**config.mk**
```make
export PLATFORM = sky130hd
export DESIGN_NAME = alu_cmd_sequencer
export DESIGN_NICKNAME = d
export VERILOG_FILES = /design/src/rtl/alu_pkg.sv /design/src/rtl/alu_cmd_fifo.sv /design/src/rtl/alu_cmd_sequencer.sv
export SDC_FILE = /design/constraint.sdc
export NUM_CORES = 1
export LEC_CHECK = 0
export ABC_AREA = 1
export CAP_MARGIN = 20
export CORE_UTILIZATION = 45
export CTS_BUF_LIST = sky130_fd_sc_hd__clkbuf_8 sky130_fd_sc_hd__clkbuf_16
export CTS_CLUSTER_SIZE = 40
export DETAILED_ROUTE_END_ITERATION = 10
export PLACE_DENSITY = 0.74
export SLEW_MARGIN = 15
export SYNTH_ARGS = -nofsm -noshare
export SYNTH_HDL_FRONTEND = slang
export SYNTH_SLANG_ARGS = --single-unit
export TNS_END_PERCENT = 20
```
**constraint.sdc**
```tcl
create_clock -name clk -period 2.6 [get_ports clk]
set_input_delay 0.26 -clock clk [delete_from_list [all_inputs] [get_ports clk]]
set_output_delay 0.26 -clock clk [all_outputs]
set_load 0.01 [all_outputs]
```
**src/rtl/alu_pkg.sv**
```systemverilog
// Shared encodings for the ALU command sequencer: opcodes, ALU selector codes,
// FSM states and the queued command layout.
package alu_pkg;

  localparam logic [2:0] OP_AND  = 3'd0;
  localparam logic [2:0] OP_OR   = 3'd1;
  localparam logic [2:0] OP_NOT  = 3'd2;
  localparam logic [2:0] OP_XOR  = 3'd3;
  localparam logic [2:0] OP_ADD  = 3'd4;
  localparam logic [2:0] OP_SUB  = 3'd5;
  localparam logic [2:0] OP_MUL  = 3'd6;
  localparam logic [2:0] OP_RSVD = 3'd7;

  localparam logic [6:0] OUT_AND  = 7'b1000000;
  localparam logic [6:0] OUT_OR   = 7'b0100000;
  localparam logic [6:0] OUT_NOT  = 7'b0010000;
  localparam logic [6:0] OUT_XOR  = 7'b0001000;
  localparam logic [6:0] OUT_ADD  = 7'b0000100;
  localparam logic [6:0] OUT_SUB  = 7'b0000010;
  localparam logic [6:0] OUT_MUL  = 7'b0000001;
  localparam logic [6:0] OUT_NONE = 7'b0000000;

  localparam logic [2:0] SEL_PERSIST = 3'b100;
  localparam logic [2:0] SEL_LOAD    = 3'b010;
  localparam logic [2:0] SEL_RESET   = 3'b001;

  typedef enum logic [1:0] {
    StIdle  = 2'b00,
    StIssue = 2'b01,
    StWait  = 2'b10,
    StResp  = 2'b11
  } state_e;

  typedef struct packed {
    logic [2:0] op;
    logic       chain;
    logic [7:0] a;
    logic [7:0] b;
  } cmd_t;

  function automatic logic [6:0] op_onehot(input logic [2:0] op);
    logic [6:0] sel;
    case (op)
      OP_AND:  sel = OUT_AND;
      OP_OR:   sel = OUT_OR;
      OP_NOT:  sel = OUT_NOT;
      OP_XOR:  sel = OUT_XOR;
      OP_ADD:  sel = OUT_ADD;
      OP_SUB:  sel = OUT_SUB;
      OP_MUL:  sel = OUT_MUL;
      default: sel = OUT_NONE;
    endcase
    return sel;
  endfunction

endpackage

```
**src/rtl/alu_cmd_fifo.sv**
```systemverilog
// Command queue for the sequencer: DEPTH entries of cmd_t, pointers carry an
// extra wrap bit so full and empty are distinguishable.
module alu_cmd_fifo
  import alu_pkg::*;
#(
  parameter int unsigned DEPTH = 4
) (
  input  logic clk,
  input  logic rst,
  input  logic push,
  input  cmd_t wdata,
  input  logic pop,
  output cmd_t rdata,
  output logic full,
  output logic empty
);

  localparam int unsigned AW = $clog2(DEPTH);

  logic [AW:0] wr_ptr_q, wr_ptr_d;
  logic [AW:0] rd_ptr_q, rd_ptr_d;
  cmd_t        mem_q [DEPTH];
  cmd_t        mem_d [DEPTH];

  assign empty = (wr_ptr_q == rd_ptr_q);
  assign full  = (wr_ptr_q[AW] != rd_ptr_q[AW]) &&
                 (wr_ptr_q[AW-1:0] == rd_ptr_q[AW-1:0]);
  assign rdata = mem_q[rd_ptr_q[AW-1:0]];

  always_comb begin
    wr_ptr_d = wr_ptr_q;
    rd_ptr_d = rd_ptr_q;
    mem_d    = mem_q;
    if (push && !full) begin
      mem_d[wr_ptr_q[AW-1:0]] = wdata;
      wr_ptr_d = wr_ptr_q + (AW+1)'(1);
    end
    if (pop && !empty) begin
      rd_ptr_d = rd_ptr_q + (AW+1)'(1);
    end
  end

  always_ff @(posedge clk) begin
    if (!rst) begin
      wr_ptr_q <= '0;
      rd_ptr_q <= '0;
    end else begin
      wr_ptr_q <= wr_ptr_d;
      rd_ptr_q <= rd_ptr_d;
    end
  end

  // Storage needs no reset: entries are only read once the pointers cover them.
  always_ff @(posedge clk) begin
    mem_q <= mem_d;
  end

endmodule

```
**src/rtl/alu_cmd_sequencer.sv**
```systemverilog
// Drives the registered 8-bit ALU from a command queue, waits out its latency
// and returns one response per command; results also feed a chaining accumulator.
module alu_cmd_sequencer
  import alu_pkg::*;
#(
  parameter int unsigned DEPTH = 4
) (
  input  logic       clk,
  input  logic       rst,
  input  logic       cmd_valid,
  output logic       cmd_ready,
  input  logic [2:0] cmd_op,
  input  logic       cmd_chain,
  input  logic [7:0] cmd_a,
  input  logic [7:0] cmd_b,
  output logic [2:0] alu_in_sel,
  output logic [7:0] alu_num1,
  output logic [7:0] alu_num2,
  output logic [6:0] alu_out_sel,
  input  logic [7:0] alu_result,
  input  logic       alu_ovf,
  output logic       rsp_valid,
  input  logic       rsp_ready,
  output logic [7:0] rsp_data,
  output logic       rsp_ovf,
  output logic       rsp_err,
  output logic       busy,
  output logic [1:0] state
);

  state_e     state_q, state_d;
  cmd_t       cur_q, cur_d;
  logic [7:0] acc_q, acc_d;
  logic [7:0] rsp_data_q, rsp_data_d;
  logic       rsp_ovf_q, rsp_ovf_d;
  logic       rsp_err_q, rsp_err_d;

  cmd_t fifo_wdata, fifo_rdata;
  logic fifo_pop, fifo_full, fifo_empty;

  assign fifo_wdata = '{op: cmd_op, chain: cmd_chain, a: cmd_a, b: cmd_b};

  alu_cmd_fifo #(
    .DEPTH(DEPTH)
  ) u_fifo (
    .clk  (clk),
    .rst  (rst),
    .push (cmd_valid),
    .wdata(fifo_wdata),
    .pop  (fifo_pop),
    .rdata(fifo_rdata),
    .full (fifo_full),
    .empty(fifo_empty)
  );

  always_comb begin
    state_d    = state_q;
    cur_d      = cur_q;
    acc_d      = acc_q;
    rsp_data_d = rsp_data_q;
    rsp_ovf_d  = rsp_ovf_q;
    rsp_err_d  = rsp_err_q;
    fifo_pop   = 1'b0;
    unique case (state_q)
      StIdle: begin
        if (!fifo_empty) begin
          fifo_pop = 1'b1;
          cur_d    = fifo_rdata;
          state_d  = StIssue;
        end
      end
      StIssue: state_d = StWait;
      StWait: begin
        state_d = StResp;
        if (cur_q.op == OP_RSVD) begin
          rsp_data_d = 8'h00;
          rsp_ovf_d  = 1'b0;
          rsp_err_d  = 1'b1;
        end else begin
          rsp_data_d = alu_result;
          rsp_ovf_d  = (cur_q.op == OP_MUL) && alu_ovf;
          rsp_err_d  = 1'b0;
          acc_d      = alu_result;
        end
      end
      StResp: begin
        if (rsp_ready) begin
          if (!fifo_empty) begin
            fifo_pop = 1'b1;
            cur_d    = fifo_rdata;
            state_d  = StIssue;
          end else begin
            state_d = StIdle;
          end
        end
      end
      default: state_d = StIdle;
    endcase
  end

  // ALU lines are only active during ISSUE; a reserved opcode never loads.
  always_comb begin
    alu_in_sel  = SEL_PERSIST;
    alu_num1    = 8'h00;
    alu_num2    = 8'h00;
    alu_out_sel = OUT_NONE;
    if (state_q == StIssue && cur_q.op != OP_RSVD) begin
      alu_in_sel  = SEL_LOAD;
      alu_num1    = cur_q.chain ? acc_q : cur_q.a;
      alu_num2    = cur_q.b;
      alu_out_sel = op_onehot(cur_q.op);
    end
  end

  assign cmd_ready = !fifo_full;
  assign rsp_valid = (state_q == StResp);
  assign rsp_data  = rsp_data_q;
  assign rsp_ovf   = rsp_ovf_q;
  assign rsp_err   = rsp_err_q;
  assign busy      = !fifo_empty || (state_q != StIdle);
  assign state     = state_q;

  always_ff @(posedge clk) begin
    if (!rst) begin
      state_q    <= StIdle;
      cur_q      <= '0;
      acc_q      <= 8'h00;
      rsp_data_q <= 8'h00;
      rsp_ovf_q  <= 1'b0;
      rsp_err_q  <= 1'b0;
    end else begin
      state_q    <= state_d;
      cur_q      <= cur_d;
      acc_q      <= acc_d;
      rsp_data_q <= rsp_data_d;
      rsp_ovf_q  <= rsp_ovf_d;
      rsp_err_q  <= rsp_err_d;
    end
  end

endmodule

```
==> impl_metrics.env <==
export IMPL_global_route_usage_total=0.184
export IMPL_status="complete, no violations"
export IMPL_cts_buffer_depth=2
export IMPL_ys_seq_area_frac=0.646
export IMPL_antenna_found_initial=0
export IMPL_grt_setup_unrepaired="no"
export IMPL_dpl_cell_area_sq_um=5970
export IMPL_synth_cells=482
export IMPL_antenna_left=0
export IMPL_worst_path_largest_cell_delay_ns=0.56
export IMPL_htree_levels=4
export IMPL_wl_per_cell_microns=14.4
export IMPL_start_util=0.468
export IMPL_place_ws_ns=0.318
export IMPL_tightest_slew_ns=0.911
export IMPL_critPathRequiredTime_ns=2.34
export IMPL_min_period_ns=2.37
export IMPL_critPathTopFamily="buffers and inverters"
export IMPL_grt_pass1_vias=3436
export IMPL_ioPinCount=74
export IMPL_drive_gt1_frac=0.114
export IMPL_hold_class="flip-flop to flip-flop"
export IMPL_gr_total_overflow=0
export IMPL_cts_tree="yes"
export IMPL_final_net_count=602
export IMPL_relSlewSlack=0.390
export IMPL_maxCapViolCount=0
export IMPL_area_growth_pct=26.9
export IMPL_drt_pass1_iterations=4
export IMPL_synth_avg_cell_area_sq_um=10.7
export IMPL_routabilityCongestion=0.783
export IMPL_dieHeight_microns=109
export IMPL_clock_skew_ns=0.00679
export IMPL_root_buffer="clkbuf_16"
export IMPL_p_leak_nw=2.42
export IMPL_finalHoldViolations=0
export IMPL_ys_ff_latch=126
export IMPL_core_sq_um=11000
export IMPL_synth_top_cells_by_area="edfxtp_1 47%, dfxtp_1 18%, nand2_1 4.6%"
export IMPL_synth_top_area_frac=0.467
export IMPL_power_density_nw_per_um2=970
export IMPL_timing_critical_path_buf_inv=2
export IMPL_synth_enable_flop_cells=80
export IMPL_synth_largest_area_cell="edfxtp_1"
export IMPL_grt_pass1_wl_mm=16.4
export IMPL_yosysWarnings=0
export IMPL_final_max_slew_violation_count=0
export IMPL_drt_total_wl_mm=10.3
export IMPL_clk_insertion_delay_late_ns=0.40
export IMPL_crit_chain="inv_1, ha_1, nand2_2, a21oi_1, clkdlybuf4s50_1"
export IMPL_syn_area_sq_um=5140
export IMPL_critPathCaptureType="output pin"
export IMPL_drt_iter0_markers=260
export IMPL_grt_max_degree=44
export IMPL_synth_cell_types=31
export IMPL_tns_ns=0
export IMPL_num_antenna_cells=0
export IMPL_final_cell_mix="80 x edfxtp_1, 72 x clkdlybuf4s50_1, 62 x nand2_1"
export IMPL_setup_viol=0
export IMPL_synth_nets=525
export IMPL_postLayoutCellArea_sq_um=6530
export IMPL_fin_total_pwr_w=0.00634
export IMPL_rows=38
export IMPL_die_x_microns=109
export IMPL_max_freq_mhz=422
export IMPL_ir_drop_mv=0.412
export IMPL_synth_ff_type="edfxtp_1"
export IMPL_vias_per_cell=5.12
export IMPL_async_flop_share=0
export IMPL_dp_hpwl_mm=6.85
export IMPL_final_common_cell="edfxtp_1"
export IMPL_portBuffers=72
export IMPL_period_share=0.912
export IMPL_fillers=918
export IMPL_whs_ns=0.454
export IMPL_clkSlewWorstSetupHoldPaths_ns=0.05
export IMPL_numClockSinks=126
export IMPL_drc=0
export IMPL_layout_setup_ws_ns=0.228
export IMPL_slowest_stage="clkdlybuf4s50_1"
export IMPL_cts_buffers=17
export IMPL_crit_type="flip-flop to output pin"
export IMPL_start_kind="flip-flop"
export IMPL_worstPathMaxFanout=18
export IMPL_dr_total_vias=3643
export IMPL_die_area_sq_um=11900
export IMPL_cp_arrival_ns=2.11
==> metrics by stage <==
stage / util / instances
after detailed placement: 0.544 / 680
after global placement: 0.544 / 680
after floorplan: - / 482
after global routing: 0.595 / 712
after CTS: 0.595 / 712
final: 0.595 / 712
==> flip-flops by register name (all words and copies together) (netlist names) <==
signal           cells
u_fifo.rd_ptr_q      3
rsp_err              1
state                2
u_fifo.wr_ptr_q      3
u_fifo.mem_q        80
rsp_ovf              1
rsp_data             8
acc_q                8
cur_q               20
==> cells by family (layout without fill, tap and decap cells) <==
family	after synthesis	after routing	synth area share
AOI/OAI and AO/OA	115	115	0.125
xor gates and xnor gates	2	2	0.00705
adders and majority gates	10	10	0.0243
buffers and inverters	59	149	0.0545
DFF	126	126	0.646
other	1	1	0.000729
and+or+nand+nor	169	169	0.143
==> Yosys cell counts, types with 2 or more instances <==
cell,count
a21oi_1,27
a21oi_2,10
buf_12,2
buf_2,4
buf_6,2
clkbuf_1,14
clkinv_1,2
dfxtp_1,46
edfxtp_1,80
ha_1,10
inv_1,31
nand2_1,63
nand2_2,10
nand3_1,30
nand4_1,2
nor2_1,59
nor3_1,2
o21ai_0,46
o21ai_1,11
o22ai_1,20
==> area by class of cell <==
cell class | instances | area (sq um) | share of cell area
clock buffer | 17 | 425 | 0.0651
timing repair buffer | 82 | 796 | 0.122
inverter | 35 | 134 | 0.0205
sequential | 126 | 3320 | 0.509
clock inverter | 15 | 133 | 0.0203
multi-input combinational | 297 | 1540 | 0.236
tap | 140 | 175 | 0.0268
==> timing repair <==
action | in CTS | in global routing
gates resized for setup | 1 | 0
endpoints found under the setup margin | 1 | 0
hold buffers | 0 | 0
setup buffers | 0 | 0
==> worst min-delay path: stages (launching register included) <==
cell,delay (ns)
dfxtp_1,0.29
inv_1,0.06
a21oi_1,0.06
==> final timing paths <==
kind                                     end  slack (ns)  cells past startpoint                             from
setup / recovery                 alu_num1[1]        0.23                      5            state[1]$_SDFFE_PN0P_
hold / removal         cur_q[1]$_SDFFE_PN0P_        0.45                      2            cur_q[1]$_SDFFE_PN0P_
setup reg to reg  u_fifo.mem_q[34]$_DFFE_PP_        0.36                      7  u_fifo.rd_ptr_q[1]$_SDFFE_PN0P_
hold reg to reg        cur_q[1]$_SDFFE_PN0P_        0.45                      2            cur_q[1]$_SDFFE_PN0P_
==> power breakdown <==
part / total [W] / switching [W] / internal [W]
combinational: 0.00161 / 0.000988 / 0.000619
clock: 0.00218 / 0.000796 / 0.00139
sequential: 0.00254 / 0.000146 / 0.00240
==> metal layers <==
layer,share of wire,track usage,wire [microns]
met1,0.44,0.232,4550
met2,0.48,0.305,4920
met3,0.058,0.0353,599
met4,0.018,0.0869,187
met5,0,0,0
Power figures use the tool's default switching activity.
